$ cat config.mk
export PLATFORM = sky130hd
export DESIGN_NAME = pipe_stage
export DESIGN_NICKNAME = d
export VERILOG_FILES = /design/src/rtl/pipe_pkg.sv /design/src/rtl/pipe_stage.sv
export SDC_FILE = /design/constraint.sdc
export NUM_CORES = 1
export LEC_CHECK = 0
export BUFFER_PORTS_ARGS = -buffer_cell sky130_fd_sc_hd__buf_4
export CELL_PAD_IN_SITES_DETAIL_PLACEMENT = 2
export CELL_PAD_IN_SITES_GLOBAL_PLACEMENT = 2
export CORE_MARGIN = 2
export CORE_UTILIZATION = 40
export CTS_BUF_LIST = sky130_fd_sc_hd__clkbuf_8
export DETAILED_ROUTE_END_ITERATION = 10
export GPL_ROUTABILITY_DRIVEN = 0
export PLACE_DENSITY_LB_ADDON = 0.05
export SLEW_MARGIN = 10
export SYNTH_ARGS = -nofsm -noshare
export SYNTH_HDL_FRONTEND = slang
export SYNTH_SLANG_ARGS = --single-unit
$ cat constraint.sdc
create_clock -name clk_i -period 23.4 [get_ports clk_i]
set_input_delay 2.34 -clock clk_i [delete_from_list [all_inputs] [get_ports clk_i]]
set_output_delay 2.34 -clock clk_i [all_outputs]
set_load 0.02 [all_outputs]
$ cat src/rtl/pipe_pkg.sv
// rtl/pipe_pkg.sv - shared state encoding and NOP default for the skid-buffered pipe stage
package pipe_pkg;

  // Encoding doubles as the held-entry count.
  typedef enum logic [1:0] {
    EMPTY = 2'd0,
    BUSY  = 2'd1,
    FULL  = 2'd2
  } pipe_state_t;

  localparam logic [31:0] NOP_INSTR_DEFAULT = 32'h0000_0013;

endpackage

$ cat src/rtl/pipe_stage.sv
// rtl/pipe_stage.sv - two-entry pipeline register (main + skid) with registered ready and flush
module pipe_stage
  import pipe_pkg::*;
#(
  parameter int          DATA_W    = 64,
  parameter int          CTRL_W    = 8,
  parameter logic [31:0] NOP_INSTR = NOP_INSTR_DEFAULT
) (
  input  logic              clk_i,
  input  logic              rst_i,
  input  logic              flush_i,
  input  logic              valid_i,
  output logic              ready_o,
  input  logic [31:0]       pc_i,
  input  logic [31:0]       instr_i,
  input  logic [CTRL_W-1:0] ctrl_i,
  input  logic [DATA_W-1:0] data_i,
  output logic              valid_o,
  input  logic              ready_i,
  output logic [31:0]       pc_o,
  output logic [31:0]       instr_o,
  output logic [CTRL_W-1:0] ctrl_o,
  output logic [DATA_W-1:0] data_o,
  output logic [1:0]        count_o
);

  typedef struct packed {
    logic [31:0]       pc;
    logic [31:0]       instr;
    logic [CTRL_W-1:0] ctrl;
    logic [DATA_W-1:0] data;
  } payload_t;

  pipe_state_t state_q, state_d;
  payload_t    main_q, skid_q, in_pl;
  logic        in_fire, out_fire;
  logic        load_main, load_skid, move_skid;

  assign in_pl    = '{pc: pc_i, instr: instr_i, ctrl: ctrl_i, data: data_i};
  assign valid_o  = (state_q != EMPTY);
  assign in_fire  = valid_i && ready_o;
  assign out_fire = valid_o && ready_i;

  always_comb begin
    state_d   = state_q;
    load_main = 1'b0;
    load_skid = 1'b0;
    move_skid = 1'b0;
    if (flush_i) begin
      state_d = EMPTY;
    end else begin
      unique case (state_q)
        EMPTY: begin
          if (in_fire) begin
            state_d   = BUSY;
            load_main = 1'b1;
          end
        end
        BUSY: begin
          if (in_fire && out_fire) begin
            load_main = 1'b1;
          end else if (in_fire) begin
            state_d   = FULL;
            load_skid = 1'b1;
          end else if (out_fire) begin
            state_d = EMPTY;
          end
        end
        FULL: begin
          if (out_fire) begin
            state_d   = BUSY;
            move_skid = 1'b1;
          end
        end
        default: state_d = EMPTY;
      endcase
    end
  end

  // ready_o is a flop fed from the next state, so ready_i never reaches it combinationally.
  always_ff @(posedge clk_i or posedge rst_i) begin
    if (rst_i) begin
      state_q <= EMPTY;
      ready_o <= 1'b1;
      main_q  <= '0;
      skid_q  <= '0;
    end else begin
      state_q <= state_d;
      ready_o <= (state_d != FULL);
      if (load_main) main_q <= in_pl;
      else if (move_skid) main_q <= skid_q;
      if (load_skid) skid_q <= in_pl;
    end
  end

  assign count_o = state_q;
  assign pc_o    = main_q.pc;
  assign data_o  = main_q.data;
  assign instr_o = valid_o ? main_q.instr : NOP_INSTR;
  assign ctrl_o  = valid_o ? main_q.ctrl : '0;

endmodule
==> flow_summary.toml, run 1 <==
[yosys]
synth-seq-cells = 275
yosysSeqAreaShare = 0.562
ys_types = 28
synth_nets = 1059
syn_area_um2 = 12200
avgSynthCellArea_um2 = 13.3
yosysWarnings = 0
synth_cells = 918

[timing]
period_needed_ns = 4.63
fin_tns_setup_ns = 0
whs_ns = 0.498
slew_headroom = 0.331
worst_pin_slew_ns = 1.00
hold_violations = 0
fmax_mhz = 216
finClkSkew_ns = 0.0222
setup_viol = 0
slew_viol_final = 0
rsz0062_at_grt = "no"
finalCritPeriodShare = 0.198

[layout]
fillers = 3004
drive_gt1_frac = 0.451
syn_to_final_growth_pct = 21.2
postLayoutCellArea_um2 = 14800
nets = 1229

[pwr]
vdd_drop_max_mv = 0.0458
power_density_nw_per_um2 = 94.6
leakagePower_uw = 0.00760

[job]
maxCapViolations = 0

[clock_network]
root_buffer = "clkbuf_8"
post_cts_buffers = 0
cts_buffers = 50
h-tree-depth = 2
clock_sinks = 275
tritoncts = "built"
ctsResizeCount = 0
cts.path.max_buffers = 3
cts-hold-fix-buffers = 0
path_clk_slew_ns = 0.06
clk_latency_ns = 0.57

[outcome]
outcome = "finished, final reports clean"

[floorplan]
dieArea_um2 = 32000
die_w_um = 179
rows = 64
io_pins = 281
core_um2 = 30300
start_util = 0.403
die_h_um = 179

[worst_setup_path]
cpMostUsedCell = "buf_4"
cp_num_buf_inv = 2
critPathLaunchType = "flop"
cpMaxStageDelayCell = "nor2_2"
slowest_delay_ns = 0.52
crit_required_ns = 21.06
cp_cell_sequence = "nor2_2, buf_4, nor2b_1, buf_4"
cp.arrival_ns = 2.29
crit_family = "simple AND/OR/NAND/NOR gates"
worstPathMaxFanout = 28
endpoint_kind = "output pin"
r2r_slack_ns = 20.32
path_class = "flop to output pin"

[placement]
placed_area_um2 = 13900
hpwlAfterDp_mm = 20.7
portBuffers = 280

[route]
detail-route-antenna-nets = 0
vias = 8290
routedWlPerCell_um = 22.6
dr.pass1.iters = 4
totalWireLength_mm = 34.4
vias_per_cell = 5.45
drtIter0Drc = 422
drc = 0

[global_route]
first_global_vias = 9080
grt_pass1_wl_mm = 52.9
antenna_found_initial = 3
grt.total_usage = 0.212
overflow = 0
grt_max_degree = 139

[hold_path]
hold_path_class = "flop to flop"
## synth_stat cells, drive strengths merged
cell type | number | area, um2
o21ai | 2 | 10.0
buf | 129 | 918
dfstp | 1 | 26.3
a211o | 1 | 8.76
xnor2 | 1 | 8.76
nor2b | 37 | 231
or2 | 3 | 18.8
clkbuf | 45 | 169
dfrtp | 274 | 6860
nand2 | 2 | 7.51
and4bb | 2 | 25.0
inv | 4 | 15.0
nand2b | 2 | 12.5
and2 | 1 | 6.26
nor2 | 1 | 3.75
mux2i | 2 | 20.0
and3 | 134 | 838
a221o | 134 | 1340
a211oi | 2 | 15.0
mux2 | 136 | 1680
nand3 | 2 | 10.0
a21oi | 2 | 13.8
or3 | 1 | 6.26
## power breakdown
part | switching (uW) | total (uW) | internal (uW)
clock network | 200 | 431 | 231
logic | 138 | 310 | 172
registers | 69.4 | 662 | 593
## registers in the layout (all words and copies together), names as in the netlist
| signal | cells |
|---|---|
| ready_o | 1 |
| pc_o | 32 |
| skid_q | 136 |
| data_o | 64 |
| count_o | 2 |
| main_q | 40 |
## routing by layer
metal  wire (um)  vias up  track usage
met5           0        -            0
met4         441        0       0.0512
met3        2750       37       0.0685
met2       16100      234        0.329
met1       15200     4350        0.288
li1            -     3669            -
## per-stage QoR
stage / setup slack (ns) / util / cells / power, uW
6_report: 18.77 / 0.489 / 1522 / 1400
2_1_floorplan: 13.48 / - / 918 / 891
3_5_place_dp: 18.23 / 0.457 / 1432 / 984
4_1_cts: 18.67 / 0.489 / 1519 / 1430
5_1_grt: 18.55 / 0.489 / 1520 / 1480
3_3_place_gp: 18.24 / 0.457 / 1432 / 967
## cells in the final DEF (no fill, tap or decap), types with 3 or more instances in the layout
| master | n |
|---|---|
| mux2_2 | 96 |
| clkbuf_8 | 60 |
| dfrtp_1 | 274 |
| or2_2 | 3 |
| buf_4 | 292 |
| a221o_1 | 134 |
| clkinv_2 | 4 |
| mux2_4 | 40 |
| and3_1 | 134 |
| diode_2 | 3 |
| nor2b_1 | 37 |
| inv_1 | 23 |
## worst register-to-register path: stages, from the launching register on
cell      delay [ns]
dfrtp_1         0.47
nand2b_4        0.56
nand2b_4        0.62
buf_4           0.82
mux2_2          0.50
## path summary, 6_finish.rpt
kind | start | end | cells after the start
setup reg to reg | count_o[0] | skid_q[104] | 4
min in group asynchronous | rst_i | data_o[5] | 2
setup / recovery | count_o[1] | instr_o[22] | 4
hold / removal | skid_q[53] | data_o[53] | 1
hold reg to reg | skid_q[53] | data_o[53] | 1
max in group asynchronous | rst_i | skid_q[61] | 4
## kinds of logic after synthesis
kind of cell,synth area share
XOR/XNOR,0.000715
AND/OR/NAND/NOR,0.0947
flip-flops,0.562
multiplexers,0.139
buffers and inverters,0.0900
AO/OA/AOI/OAI,0.113
## cell type report
cell class	count	area, um2	share of cell area
flip-flops and latches	275	6880	0.464
multi-input cells	465	4290	0.289
repair buffers	292	2190	0.148
inverters	4	22.5	0.00152
clock inverters	27	119	0.00801
well taps	396	495	0.0334
clock buffers	60	826	0.0557
diodes	3	7.51	0.000506
No activity file was read; power rests on OpenSTA's default activity.
==> run 2: changes to the inputs <==
ABC_AREA = 1   (was not set)
CORE_UTILIZATION = 30   (was 40)
clock period = 3.86 ns   (was 23.4 ns; I/O delays follow)
==> run 2 against run 1 <==
Net effect:
- power rose to 7.0 times the previous value
- sequential power rose to 6.5 times the previous value
- clock power grew to 6.6 times the previous value
- die area up 43%
- wire length rose by 37%
- largest cell class unchanged
==> flow_summary.toml, run 2 <==
[placement]
hpwlAfterDp_mm = 26.9
portBuffers = 280
dp_cells = 2214

[job]
maxCapViolations = 0

[yosys]
netlist_top_cells_area = "dfrtp_1 52%, nand3_1 9.3%, nand2_1 7.9%"
synth-adder-area-share = 0
yosysTopAreaCell = "dfrtp_1"
synth_compound_gate_area_share = 0.0518
synth_common_cells = "278 x nand2_1, 274 x dfrtp_1, 245 x nand3_1"
synth_top_family_by_area = "simple AND/OR/NAND/NOR gates"
synthFlopType = "dfrtp_1"
yosysWarnings = 0
yosysTopAreaCellShare = 0.518
muxShareOfSynthArea = 0
ys_types = 19
synth_cells = 1552
synthArstFlopShare = 1.00
avgSynthCellArea_um2 = 8.52
yosysMostFrequentCell = "nand2_1"
synth_xor_area_frac = 0
syn_area_um2 = 13200
synth_nets = 1693
synth_edf_count = 0
synth-seq-cells = 275
yosysSeqAreaShare = 0.520
synth-simple-area-share = 0.273

[pwr]
vdd_drop_max_mv = 0.246
leakagePower_uw = 0.00870
power_density_nw_per_um2 = 576

[timing]
slew_headroom = 0.267
hold_violations = 0
period_needed_ns = 2.69
finClkSkew_ns = 0.0181
fmax_mhz = 371
slew_viol_final = 0
fin_tns_setup_ns = 0
rsz0062_at_grt = "no"
setup_viol = 0
worst_pin_slew_ns = 1.10
finalCritPeriodShare = 0.698

[floorplan]
core_um2 = 43300
rows = 76
start_util = 0.306
dieArea_um2 = 45800
die_h_um = 214
die_w_um = 214
io_pins = 281

[route]
detail-route-antenna-nets = 0
routedWlPerCell_um = 19.6
drc = 0
vias = 11680
vias_per_cell = 4.84
totalWireLength_mm = 47.3
drtIter0Drc = 504
dr.pass1.iters = 4

[clock_network]
path_clk_slew_ns = 0.06
cts.path.max_buffers = 3
ctsResizeCount = 0
cts-hold-fix-buffers = 104
h-tree-depth = 2
clock_sinks = 275
cts_buffers = 53
post_cts_buffers = 0
clk_latency_ns = 0.62
tritoncts = "built"
root_buffer = "clkbuf_8"

[layout]
layout_commonest_cell = "buf_4"
seq_area_um2 = 6880
regMostFlops = "skid_q"
drive_gt1_frac = 0.224
fin_cells = 2415
syn_to_final_growth_pct = 28.9
multiInputGateArea_um2 = 4360
fillers = 4850
nets = 1929
largest_reg_flops = 136
final_cell_mix = "289 x buf_4, 277 x nand2_1, 274 x dfrtp_1"

[global_route]
first_global_vias = 13058
overflow = 0
grt_max_degree = 161
grt_pass1_wl_mm = 76.3
grt.total_usage = 0.208
antenna_found_initial = 6

[worst_setup_path]
path_class = "flop to output pin"
worstPathMaxFanout = 19
cpMostUsedCell = "buf_4"
slowest_delay_ns = 0.62
crit_required_ns = 3.47
endpoint_kind = "output pin"
cpMaxStageDelayCell = "nor2_4"
cp_cell_sequence = "nor2_4, buf_4, or2_2, buf_4"
cp.arrival_ns = 2.31
critPathLaunchType = "flop"

[hold_path]
hold_path_class = "input pin to flop"

[outcome]
outcome = "finished, final reports clean"
==> run 2: changes by cell type in the layout (fill, tap and decap cells not counted), sizes merged, moves of 104 or more <==
cell	before	now
a221o	134	0
and3	134	0
dlygate4sd3	0	104
inv	25	209
mux2	136	0
nand2	2	279
nand3	2	275
nand4	0	136
o21ai	2	137
==> run 2: worst paths after layout <==
path | startpoint | to | depth (start not counted) | slack [ns]
max | count_o[1] | instr_o[0] | 4 | 1.17
min | instr_i[21] | main_q[93] | 3 | 0.06
max reg2reg | count_o[0] | pc_o[7] | 5 | 1.35
min reg2reg | skid_q[79] | skid_q[79] | 2 | 0.48
max in group asynchronous | rst_i | skid_q[42] | 4 | 2.58
min in group asynchronous | rst_i | main_q[95] | 4 | 0.53
==> run 2: critical path, delay by kind of cell, from the launching register on <==
family / cells / cell delay (ns)
buffers and inverters: 2 / 0.43
DFF: 1 / 0.49
and+or+nand+nor: 2 / 0.76
==> run 2: cell families after synthesis <==
kind of cell / Yosys count
AOI/OAI and AO/OA: 137
buffers and inverters: 403
DFF: 275
and+or+nand+nor: 737
==> run 2: metal layers <==
| layer | routed length [um] | share of wire | track usage |
|---|---|---|---|
| met1 | 21400 | 0.45 | 0.273 |
| met2 | 22900 | 0.48 | 0.350 |
| met3 | 2120 | 0.045 | 0.0423 |
| met4 | 840 | 0.018 | 0.0548 |
| met5 | 23 | 0.00049 | 0 |
==> run 2: final cells by class <==
cell class	instances	area share
Multi-Input combinational cell	874	0.256
Sequential cell	275	0.404
Inverter	184	0.0410
Clock buffer	66	0.0533
Tap cell	585	0.0429
Antenna cell	4	0.000587
Timing Repair Buffer	400	0.197
Clock inverter	27	0.00616
==> run 2: power breakdown <==
part	total, uW	switching (uW)	internal (uW)
registers	4320	538	3780
clock network	2830	1310	1520
logic	2660	1560	1110
total	9810	3410	6410
==> run 2: through the flow <==
step	power [uW]	utilization	hold slack (ns)	setup slack [ns]	area (um2)
after detailed placement	6990	0.346	0.474	1.20	15000
after global routing	10500	0.394	0.0141	1.02	17000
after CTS	9990	0.394	0.000112	1.07	17000
after global placement	6870	0.346	0.466	1.27	15000
after floorplan	6140	-	0.453	-0.163	13200
final	9810	0.394	0.0569	1.17	17000
==> run 3: changes to the inputs <==
ABC_AREA = 0   (was 1)
CORE_UTILIZATION = 34   (was 30)
clock period = 2.3 ns   (was 3.86 ns; I/O delays follow)
==> run 3 against run 2 <==
Net effect:
- clock skew down 0.0052 ns
- flip-flop and latch count stayed put
- non-clock buffer count grew 53
- final area shrank 2.2%
- worst hold slack better by 0.11 ns
- wire length is 18% lower
- via count down 23%
- utilization up 7.6 points
- register-to-register slack got worse by 1.0 ns
- critical path depth unchanged
- power increased by 51%
- sequential power rose by 56%
==> flow_summary.toml, run 3 (synthesis results as in run 1) <==
[outcome]
outcome = "finished, final reports clean"

[worst_setup_path]
path_class = "flop to output pin"
crit_required_ns = 2.07
worstPathMaxFanout = 15
endpoint_kind = "output pin"
r2r_start = "count_o[0]"
slowest_delay_ns = 0.53
critPathLaunchType = "flop"
crit_family = "flip-flops"
critical_path.startpoint = "count_o[0]"
cp.arrival_ns = 1.86
cp_cell_sequence = "nor2_4, buf_4, or2_2, buf_4"
cpMostUsedCell = "buf_4"
cp_num_buf_inv = 2
cpMaxStageDelayCell = "dfrtp_1"

[pwr]
vdd_drop_max_mv = 0.543
power_density_nw_per_um2 = 890
leakagePower_uw = 0.00837

[job]
maxCapViolations = 0

[route]
detail-route-antenna-nets = 0
totalWireLength_mm = 38.6
dr.pass1.iters = 4
drtIter0Drc = 398
routedWlPerCell_um = 22.1
vias = 9026
vias_per_cell = 5.17
drc = 0

[clock_network]
clk_latency_ns = 0.60
cts-hold-fix-buffers = 141
root_buffer = "clkbuf_8"
ctsResizeCount = 0
tritoncts = "built"
cts.path.max_buffers = 3
path_clk_slew_ns = 0.05
cts_buffers = 51
h-tree-depth = 2
post_cts_buffers = 0
clock_sinks = 275

[global_route]
grt_max_degree = 109
antenna_found_initial = 0
first_global_vias = 10267
grt.total_usage = 0.205
overflow = 0
grt_pass1_wl_mm = 61.3

[floorplan]
die_w_um = 194
rows = 69
die_h_um = 194
dieArea_um2 = 37500
io_pins = 281
start_util = 0.345
core_um2 = 35500

[timing]
finalCritPeriodShare = 0.909
period_needed_ns = 2.09
rsz0062_at_grt = "no"
fin_tns_setup_ns = 0
worst_pin_slew_ns = 0.702
hold_violations = 0
slew_viol_final = 0
slew_headroom = 0.532
whs_ns = 0.163
setup_viol = 0
finClkSkew_ns = 0.0129
fmax_mhz = 478

[layout]
layout_commonest_cell = "buf_4"
final_cell_mix = "300 x buf_4, 274 x dfrtp_1, 141 x dlygate4sd3_1"
syn_to_final_growth_pct = 36.1
nets = 1391
drive_gt1_frac = 0.409
antenna_cells = 0
largest_reg_flops = 136
regMostFlops = "skid_q"

[hold_path]
hold_path_startpoint = "valid_i"
hold_path_class = "input pin to flop"

[placement]
portBuffers = 280
hpwlAfterDp_mm = 22.8
-- run 3: cell count changes in the layout (fill, tap and decap cells not counted), moves of 41 or more --
cell     change
nand2_1    -275
nand3_1    -241
inv_1      -181
nand4_1    -136
a221o_1    +134
and3_1     +134
mux2_2      +96
o21ai_1     -80
o21ai_0     -55
nor2_1      -41
-- run 3: worst paths after layout --
check,to,slack (ns),cells after the start
max,instr_o[4],0.21,4
min,ready_o,0.16,4
max reg2reg,count_o[0],0.32,5
min reg2reg,data_o[36],0.50,1
max in group asynchronous,skid_q[116],1.25,4
min in group asynchronous,skid_q[121],0.28,3
-- run 3: report_power, final --
part	total [uW]	leakage (uW)	switching (uW)	internal, uW
clock	4620	0.000586	2090	2530
sequential	6740	0.00340	710	6030
combinational	3470	0.00438	1510	1960
-- run 3: layout make-up --
| cell class | count | area (um2) |
|---|---|---|
| Fill cell | 3484 | 18800 |
| Clock inverter | 21 | 78.8 |
| Timing Repair Buffer | 453 | 3900 |
| Inverter | 4 | 18.8 |
| Multi-Input combinational cell | 465 | 4300 |
| Tap cell | 461 | 577 |
| Clock buffer | 66 | 908 |
| Sequential cell | 275 | 6880 |
-- run 3: layer usage --
metal,vias to the layer above,global-route usage,wire length [um]
li1,3991,-,-
met4,0,0.0633,888
met1,4723,0.270,17300
met2,249,0.331,18100
met3,63,0.0551,2350
met5,-,0,0
-- run 3: worst min-delay path, delay by kind of cell --
family,cells,cell delay [ns]
AO/OA/AOI/OAI,1,0.15
buffers and inverters,1,0.12
AND/OR/NAND/NOR,2,0.22
-- run 3: stage by stage --
step                total power [uW]   util  area, um2  std cells  setup WS (ns)
global placement                9940  0.402      14300       1517          0.381
CTS                            15000  0.470      16700       1745          0.139
global route                   15600  0.470      16700       1745         0.0839
detailed placement             10100  0.402      14300       1517          0.320
floorplan                       9060      -      12200        918          -1.57
finish                         14800  0.470      16700       1745          0.210
